<file path="config.mk">
export PLATFORM = sky130hd
export DESIGN_NAME = lpif_tx_packer
export DESIGN_NICKNAME = d
export VERILOG_FILES = /design/src/rtl/lpif_pkg.sv /design/src/rtl/lpif_beat_fifo.sv /design/src/rtl/lpif_tx_packer.sv
export SDC_FILE = /design/constraint.sdc
export NUM_CORES = 1
export LEC_CHECK = 0
export BUFFER_PORTS_ARGS = -buffer_cell sky130_fd_sc_hd__buf_2
export CAP_MARGIN = 25
export CORE_MARGIN = 4
export CORE_UTILIZATION = 40
export CTS_CLUSTER_SIZE = 8
export DETAILED_ROUTE_END_ITERATION = 16
export PLACE_DENSITY_LB_ADDON = 0.12
export SLEW_MARGIN = 0
export SYNTH_ARGS = -nofsm -noshare
export SYNTH_HDL_FRONTEND = slang
export SYNTH_SLANG_ARGS = --single-unit
</file>
<file path="constraint.sdc">
create_clock -name lclk -period 12.9 [get_ports lclk]
set_input_delay 0 -clock lclk [delete_from_list [all_inputs] [get_ports lclk]]
set_output_delay 0 -clock lclk [all_outputs]
set_load 0.005 [all_outputs]
</file>
<file path="src/rtl/lpif_pkg.sv">
// Shared LPIF types: PHY state encoding, packer FSM states, per-beat struct.
// No logic; latency n/a.
// Backpressure n/a.
package lpif_pkg;

  // PHY state as reported on pl_state_sts.
  typedef enum logic [3:0] {
    RESET     = 4'h0,
    ACTIVE    = 4'h1,
    LINKERROR = 4'hA,
    RETRAIN   = 4'hB
  } lpif_state_e;

  localparam lpif_state_e LPIF_STS_ACTIVE = ACTIVE;

  // Packer FSM: IDLE waits for a start byte, FILL is inside an open packet.
  typedef enum logic {
    PK_IDLE = 1'b0,
    PK_FILL = 1'b1
  } pk_state_e;

endpackage

// Beat word for an NB_-lane bus; byte k of data sits in bits [8k+7:8k].
`ifndef LPIF_BEAT_T
`define LPIF_BEAT_T(NB_) struct packed { \
    logic [8*(NB_)-1:0] data;      \
    logic [(NB_)-1:0]   valid;     \
    logic [(NB_)-1:0]   tlp_start; \
    logic [(NB_)-1:0]   tlp_end;   \
    logic [(NB_)-1:0]   dllp_start;\
    logic [(NB_)-1:0]   dllp_end;  \
    logic [(NB_)-1:0]   tlpedb;    \
  }
`endif

</file>
<file path="src/rtl/lpif_beat_fifo.sv">
// Synchronous beat FIFO with up to two pushes per cycle and a flush.
// Latency: a pushed word is visible at the head the cycle after its push edge.
// Backpressure: caller checks full/almost_full; pop and push may coincide when full.
module lpif_beat_fifo #(
  parameter int W     = 8,
  parameter int DEPTH = 4
) (
  input  logic         clk_i,
  input  logic         rst_ni,
  input  logic         push_i,
  input  logic [W-1:0] din_i,
  input  logic         push2_i,
  input  logic [W-1:0] din2_i,
  input  logic         pop_i,
  input  logic         flush_i,
  output logic [W-1:0] dout_o,
  output logic         full_o,
  output logic         empty_o,
  output logic         almost_full_o
);
  localparam int AW = $clog2(DEPTH);
  localparam logic [AW:0] AF_LVL = (AW + 1)'(DEPTH - 1);

  logic [AW:0]   wp_q, rp_q, wp_d, rp_d, cnt;
  logic [AW-1:0] wr_idx, wr_idx2;
  logic [W-1:0]  mem_q [DEPTH];

  assign cnt           = wp_q - rp_q;
  assign empty_o       = (wp_q == rp_q);
  assign full_o        = (wp_q[AW] != rp_q[AW]) && (wp_q[AW-1:0] == rp_q[AW-1:0]);
  assign almost_full_o = (cnt >= AF_LVL);
  assign dout_o        = mem_q[rp_q[AW-1:0]];
  assign wr_idx        = wp_q[AW-1:0];
  assign wr_idx2       = wp_q[AW-1:0] + AW'(1);

  // Pointer advance; flush drops every stored word at once.
  always_comb begin
    wp_d = wp_q;
    rp_d = rp_q;
    if (flush_i) begin
      wp_d = '0;
      rp_d = '0;
    end else begin
      wp_d = wp_q + {{AW{1'b0}}, push_i} + {{AW{1'b0}}, push2_i};
      rp_d = rp_q + {{AW{1'b0}}, pop_i};
    end
  end

  // Pointer registers.
  always_ff @(posedge clk_i or negedge rst_ni) begin
    if (!rst_ni) begin
      wp_q <= '0;
      rp_q <= '0;
    end else begin
      wp_q <= wp_d;
      rp_q <= rp_d;
    end
  end

  // Storage needs no reset: the head is only consumed while the FIFO is non-empty.
  always_ff @(posedge clk_i) begin
    if (push_i && !flush_i) mem_q[wr_idx] <= din_i;
    if (push2_i && !flush_i) mem_q[wr_idx2] <= din2_i;
  end

endmodule

</file>
<file path="src/rtl/lpif_tx_packer.sv">
// Packs link-layer bytes into LPIF beats with lane markers and queues them for the PHY.
// Latency: a beat closed on an edge raises lp_irdy the following cycle.
// Backpressure: in_ready drops when the beat FIFO lacks room or the link is not active.
module lpif_tx_packer
  import lpif_pkg::*;
#(
  parameter int LPIF_BUS_WIDTH = 64,
  parameter int FIFO_DEPTH     = 4
) (
  input  logic                        lclk,
  input  logic                        reset_n,
  input  logic [7:0]                  in_data,
  input  logic                        in_valid,
  output logic                        in_ready,
  input  logic                        in_sop,
  input  logic                        in_eop,
  input  logic                        in_is_dllp,
  input  logic                        in_edb,
  input  logic                        pl_linkup,
  input  logic [3:0]                  pl_state_sts,
  input  logic                        pl_trdy,
  output logic                        lp_irdy,
  output logic [LPIF_BUS_WIDTH-1:0]   lp_data,
  output logic [LPIF_BUS_WIDTH/8-1:0] lp_valid,
  output logic [LPIF_BUS_WIDTH/8-1:0] lp_tlp_start,
  output logic [LPIF_BUS_WIDTH/8-1:0] lp_tlp_end,
  output logic [LPIF_BUS_WIDTH/8-1:0] lp_dllp_start,
  output logic [LPIF_BUS_WIDTH/8-1:0] lp_dllp_end,
  output logic [LPIF_BUS_WIDTH/8-1:0] lp_tlpedb,
  output logic [15:0]                 drop_cnt,
  output logic                        err_pulse
);
  localparam int NB = LPIF_BUS_WIDTH / 8;
  localparam int LW = $clog2(NB);

  typedef `LPIF_BEAT_T(NB) lpif_beat_t;
  localparam int BW = $bits(lpif_beat_t);

  pk_state_e     state_q, state_d;
  logic [LW-1:0] lane_q, lane_d;
  lpif_beat_t    beat_q, beat_d, nb_c, head, out_beat;
  lpif_beat_t    p0_dat, p1_dat;
  logic          p0_vld, p1_vld;
  logic          dllp_q, dllp_d, run_q, err_q, err_d, drop_inc, room;
  logic [15:0]   drop_q;
  logic          link_active, pop, acc;
  logic          fifo_full, fifo_empty, fifo_afull;
  logic [BW-1:0] head_bits;

  function automatic lpif_beat_t put_byte(lpif_beat_t b, logic [LW-1:0] lane, logic [7:0] d);
    lpif_beat_t r;
    r = b;
    r.data[8*lane +: 8] = d;
    r.valid[lane]       = 1'b1;
    return r;
  endfunction

  function automatic lpif_beat_t mark_end(lpif_beat_t b, logic [LW-1:0] lane, logic dllp, logic edb);
    lpif_beat_t r;
    r = b;
    if (dllp) begin
      r.dllp_end[lane] = 1'b1;
    end else begin
      r.tlp_end[lane] = 1'b1;
      r.tlpedb[lane]  = edb;
    end
    return r;
  endfunction

  assign link_active = pl_linkup && (pl_state_sts == 4'(LPIF_STS_ACTIVE));
  assign lp_irdy     = link_active && !fifo_empty;
  assign pop         = lp_irdy && pl_trdy;
  assign acc         = in_valid && in_ready;
  assign in_ready    = run_q && link_active && room;

  // A byte in FILL may close two beats (terminated packet + new one), so reserve two slots.
  always_comb begin
    room = 1'b0;
    if (state_q == PK_FILL) room = !fifo_afull || (pop && !fifo_full);
    else                    room = !fifo_full || pop;
  end

  // Packer: place the accepted byte, set markers, decide which beats close this cycle.
  always_comb begin
    state_d  = state_q;
    lane_d   = lane_q;
    beat_d   = beat_q;
    dllp_d   = dllp_q;
    nb_c     = '0;
    p0_vld   = 1'b0;
    p0_dat   = '0;
    p1_vld   = 1'b0;
    p1_dat   = '0;
    err_d    = 1'b0;
    drop_inc = 1'b0;
    if (!link_active) begin
      state_d  = PK_IDLE;
      lane_d   = '0;
      beat_d   = '0;
      drop_inc = (state_q == PK_FILL) || !fifo_empty;
    end else if (acc) begin
      if (state_q == PK_FILL && !in_sop) begin
        nb_c = put_byte(beat_q, lane_q, in_data);
        if (in_eop) begin
          nb_c    = mark_end(nb_c, lane_q, dllp_q, in_edb && !dllp_q);
          err_d   = in_edb && dllp_q;
          p0_vld  = 1'b1;
          p0_dat  = nb_c;
          beat_d  = '0;
          lane_d  = '0;
          state_d = PK_IDLE;
        end else if (lane_q == LW'(NB - 1)) begin
          p0_vld = 1'b1;
          p0_dat = nb_c;
          beat_d = '0;
          lane_d = '0;
        end else begin
          beat_d = nb_c;
          lane_d = lane_q + LW'(1);
        end
      end else if (in_sop) begin
        if (state_q == PK_FILL) begin
          err_d    = 1'b1;
          drop_inc = 1'b1;
          // With lane 0 empty the open packet's last byte already left in a full beat;
          // nothing is left to mark, the packet is only counted as dropped.
          if (lane_q != '0) begin
            p0_vld = 1'b1;
            p0_dat = mark_end(beat_q, lane_q - LW'(1), dllp_q, !dllp_q);
          end
        end
        nb_c = put_byte('0, '0, in_data);
        if (in_is_dllp) nb_c.dllp_start[0] = 1'b1;
        else            nb_c.tlp_start[0]  = 1'b1;
        dllp_d = in_is_dllp;
        if (in_eop) begin
          nb_c  = mark_end(nb_c, '0, in_is_dllp, in_edb && !in_is_dllp);
          err_d = err_d || (in_edb && in_is_dllp);
          if (p0_vld) begin
            p1_vld = 1'b1;
            p1_dat = nb_c;
          end else begin
            p0_vld = 1'b1;
            p0_dat = nb_c;
          end
          beat_d  = '0;
          lane_d  = '0;
          state_d = PK_IDLE;
        end else begin
          beat_d  = nb_c;
          lane_d  = LW'(1);
          state_d = PK_FILL;
        end
      end else begin
        err_d = 1'b1;
      end
    end
  end

  // Packer state, error strobe and saturating drop counter.
  always_ff @(posedge lclk or negedge reset_n) begin
    if (!reset_n) begin
      state_q <= PK_IDLE;
      lane_q  <= '0;
      beat_q  <= '0;
      dllp_q  <= 1'b0;
      run_q   <= 1'b0;
      err_q   <= 1'b0;
      drop_q  <= '0;
    end else begin
      state_q <= state_d;
      lane_q  <= lane_d;
      beat_q  <= beat_d;
      dllp_q  <= dllp_d;
      run_q   <= 1'b1;
      err_q   <= err_d;
      if (drop_inc && drop_q != 16'hFFFF) drop_q <= drop_q + 16'd1;
    end
  end

  lpif_beat_fifo #(
    .W     (BW),
    .DEPTH (FIFO_DEPTH)
  ) u_fifo (
    .clk_i         (lclk),
    .rst_ni        (reset_n),
    .push_i        (p0_vld),
    .din_i         (p0_dat),
    .push2_i       (p1_vld),
    .din2_i        (p1_dat),
    .pop_i         (pop),
    .flush_i       (!link_active),
    .dout_o        (head_bits),
    .full_o        (fifo_full),
    .empty_o       (fifo_empty),
    .almost_full_o (fifo_afull)
  );

  assign head     = lpif_beat_t'(head_bits);
  assign out_beat = lp_irdy ? head : '0;

  assign lp_data       = out_beat.data;
  assign lp_valid      = out_beat.valid;
  assign lp_tlp_start  = out_beat.tlp_start;
  assign lp_tlp_end    = out_beat.tlp_end;
  assign lp_dllp_start = out_beat.dllp_start;
  assign lp_dllp_end   = out_beat.dllp_end;
  assign lp_tlpedb     = out_beat.tlpedb;
  assign drop_cnt      = drop_q;
  assign err_pulse     = err_q;

endmodule

</file>
==> metrics.log <==
INFO  metric run_status = complete, no violations
INFO  metric coreArea = 55100 µm²
INFO  metric tritoncts_clock_tree = done
INFO  metric areaGrowthSynthToFinish = 15.3%
INFO  metric grt_first_pass_wirelength = 107 mm
INFO  metric avgRoutedWirePerCell = 24.6 µm
INFO  metric finalSetupViolations = 0
INFO  metric grt_antenna_before_repair = 1
INFO  metric antenna-diode-count = 0
INFO  metric ant_nets = 0
INFO  metric crit_path_max_incr_delay = 0.98 ns
INFO  metric totalWireLength = 68.5 mm
INFO  metric number_of_max_slew_violations_in_the_final_report = 0
INFO  metric peakVddDrop = 0.0000745 V
INFO  metric maxClockFrequency = 0.211 GHz
INFO  metric syn_area_per_cell = 11.5 µm²
INFO  metric critPathMaxFanout = 50
INFO  metric synth_cell_types = 77
INFO  metric r2r_setup_slack = 8.16 ns
INFO  metric timing.hold.worst.class = input port to register
INFO  metric rr_endpoint = u_fifo.mem_q[3][24]
INFO  metric critPathBufInv = 2
INFO  metric start_util = 0.404
INFO  metric dr.pass1.iters = 5
INFO  metric synthesis.instances = 1931
INFO  metric end_of_the_worst_hold_path = dllp_q
INFO  metric maximum_number_of_pins_on_one_net_before_global_route_repair = 100
INFO  metric worst_skew_pair.late_latency = 0.60 ns
INFO  metric timing.final.crit_share = 0.368
INFO  metric synthesis.nets = 1964
INFO  metric cells_along_the_critical_path = ha_1 -> inv_1 -> fa_1 -> xnor3_1 -> o221a_2 -> nor3_4 -> nand3_4 -> inv_1
INFO  metric cells_on_worst_hold_path = 3
INFO  metric syn-cell-area = 22300 µm²
INFO  metric number_of_rows_created_at_floorplan = 86
INFO  metric io_buffer_count = 151
INFO  metric leakagePower = 10.3 nW
INFO  metric r2r_start = u_fifo.rp_q[0]
INFO  metric dp_hpwl = 40.8 mm
INFO  metric gp_congestion = 0.857
INFO  metric worst-r2r-cell-count = 8
INFO  metric ios = 152
INFO  metric max-clock-path-buffers = 3
INFO  metric clkTransAtPathRegs = 0.05 ns
INFO  metric grt_setup_unrepaired = false
INFO  metric synth_warnings = 0
INFO  metric cts_root_buf = sky130_fd_sc_hd__clkbuf_16
INFO  metric drt_iter0_drc = 1318
INFO  metric drt-vias-per-instance = 6.12
INFO  metric synth_seq_area_share = 0.497
INFO  metric cts-buffers-inserted = 72
INFO  metric max_cap_violations = 0
INFO  metric worst-setup-path-type = register to register
INFO  metric detailroute.via_count = 17000
INFO  metric die_area = 59500 µm²
INFO  metric worstPathArrival = 4.96 ns
INFO  metric synth_edf_count = 56
INFO  metric fin_nets = 2036
INFO  metric crit_path_start = u_fifo.rp_q[0]
INFO  metric cp-end-kind = register
INFO  metric synth_async_sr_flop_share = 0.206
INFO  metric first_global_vias = 17600
INFO  metric skew = 0.0223 ns
INFO  metric cp_slowest_cell = sky130_fd_sc_hd__dfrtp_4
INFO  metric synth-main-ff-cell = sky130_fd_sc_hd__dfxtp_1
INFO  metric hold_viol_final = 0
INFO  metric required = 13.11 ns
INFO  metric critPathLaunchType = register
INFO  metric cts_num_sinks = 499
INFO  metric pwr_density_cell = 131 nW/µm²
INFO  metric worstMarginPinSlew = 1.10 ns
INFO  metric setup_tns_final = 0 ns
INFO  metric drt_drc_violations_left = 0
INFO  metric maxSlewHeadroom = 0.268
INFO  metric worst_hold_startpoint = in_sop
INFO  metric design_power_total = 0.00336 W
INFO  metric total_overflow_reported_by_the_global_router = 0
INFO  metric overall_global_routing_usage = 0.227
INFO  metric floorplan.die.width = 244 µm
INFO  metric post_route_cells_drive_above_1_share = 0.201
INFO  metric fillCellCount = 5082
INFO  metric ys_ff_latch = 499
INFO  metric worst_path_dominant_cell_family = simple AND/OR/NAND/NOR gates
INFO  metric cp_common_cell = sky130_fd_sc_hd__inv_1
INFO  metric fin_crit = 4.74 ns
INFO  metric die_height = 244 µm
INFO  metric htreeDepth = 3
==> report_power, final <==
part / switching (W) / internal, W
clock network: 0.000680 / 0.00106
registers: 0.00000130 / 0.00157
logic: 0.0000365 / 0.0000131
total: 0.000717 / 0.00265
==> worst reg2reg max path, delay by kind of cell, from the launching register on <==
family	cells	cell delay, ns
flops	1	0.98
xor+xnor	1	0.39
buf+inv	2	0.78
fa+ha+maj	2	0.64
compound gates	1	0.37
simple gates	2	1.20
==> worst max path at each step <==
| stage | end | slack (ns) | cells after the start |
|---|---|---|---|
| after detailed placement | u_fifo.mem_q[3][55] | 8.11 | 8 |
| after CTS | u_fifo.mem_q[3][8] | 8.08 | 8 |
| after global placement | u_fifo.mem_q[3][49] | 8.12 | 8 |
| after global routing | u_fifo.mem_q[3][24] | 7.95 | 8 |
| after floorplan | u_fifo.wp_q[1] | 8.77 | 14 |
| final | u_fifo.mem_q[3][24] | 8.16 | 8 |
==> cells by family (layout without fill, tap and decap cells) <==
kind of cell / count (synthesis) / in the layout / share of synthesized area
AOI/OAI and AO/OA: 595 / 595 / 0.215
DFF: 499 / 499 / 0.497
other: 1 / 1 / 0.000168
and+or+nand+nor: 443 / 443 / 0.112
buffers and inverters: 227 / 332 / 0.0438
muxes: 137 / 137 / 0.117
xor gates and xnor gates: 17 / 17 / 0.00730
adders and majority gates: 12 / 12 / 0.00741
==> cells in the mapped netlist (all sizes together), types with 5 or more instances <==
cell	count	area (µm²)
nand4b	5	43.8
or3	13	81.3
a21oi	66	349
o2111ai	8	70.1
nor3	17	153
nor3b	5	37.5
nor2b	11	68.8
ha	10	125
a211oi	11	82.6
nand2b	5	31.3
mux2i	35	350
nand4	11	83.8
o22ai	53	332
o2bb2ai	48	420
dfxtp	340	6810
and4	9	78.8
inv	21	78.8
buf	84	438
and3	123	769
nor2	75	282
a32oi	7	61.3
xor2	12	105
dfrtp	103	2580
a22o	353	3090
nand3	26	130
and2	9	56.3
nand2	104	390
clkbuf	122	458
mux4	99	2230
edfxtp	56	1680
or2	7	43.8
o21ai	21	113
nor4	9	114
==> registers in the layout (all words and copies together) (netlist names) <==
| signal | cells |
|---|---|
| u_fifo.mem_q | 396 |
| err_pulse | 1 |
| beat_q | 74 |
| dllp_q | 1 |
| lane_q | 3 |
| u_fifo.wp_q | 3 |
| drop_cnt | 16 |
| run_q | 1 |
| state_q | 1 |
| u_fifo.rp_q | 3 |
==> routing by layer <==
metal  global-route usage  part of all wire  vias to the layer above
met3               0.0407             0.054                       93
li1                     -                 -                     7632
met5                    0           0.00013                        -
met1                0.316              0.45                     8774
met2                0.369              0.47                      548
met4               0.0606             0.021                        2
==> final cells by class <==
type,instances,area [µm²],area share
inverters,21,78.8,0.00307
flip-flops and latches,499,11100,0.431
clock inverters,2,28.8,0.00112
clock buffers,105,2000,0.0779
well taps,748,936,0.0364
repair buffers,204,1260,0.0493
multi-input cells,1205,10300,0.401
==> cell usage in the layout, fill, tap and decap left out, drive strengths merged, types with 12 or more instances in the layout <==
cell | Yosys | layout
a22o | 353 | 353
dfxtp | 340 | 340
buf | 84 | 186
and3 | 123 | 123
clkbuf | 122 | 105
nand2 | 104 | 104
dfrtp | 103 | 103
mux4 | 99 | 99
nor2 | 75 | 75
a21oi | 66 | 66
edfxtp | 56 | 56
o22ai | 53 | 53
o2bb2ai | 48 | 48
mux2i | 35 | 35
nand3 | 26 | 26
inv | 21 | 23
o21ai | 21 | 21
dlygate4sd3 | 0 | 18
nor3 | 17 | 17
or3 | 13 | 13
xor2 | 12 | 12
==> per-stage QoR <==
step	cells	area [µm²]	util	hold WS [ns]	setup WS, ns
floorplan	1931	22300	-	-0.296	8.77
global placement	2653	23400	0.424	-0.0146	8.12
detailed placement	2657	23400	0.425	-0.0154	8.11
CTS	2783	25700	0.466	0.0513	8.08
global route	2784	25700	0.466	0.116	7.95
finish	2784	25700	0.466	0.0970	8.16
==> timing repair <==
action	4_1_cts	5_1_grt
setup buffers	0	0
hold endpoints to repair	97	0
setup endpoints to repair	0	0
hold buffers	19	0
resized for setup	0	0
No activity file was read; power rests on OpenSTA's default activity.
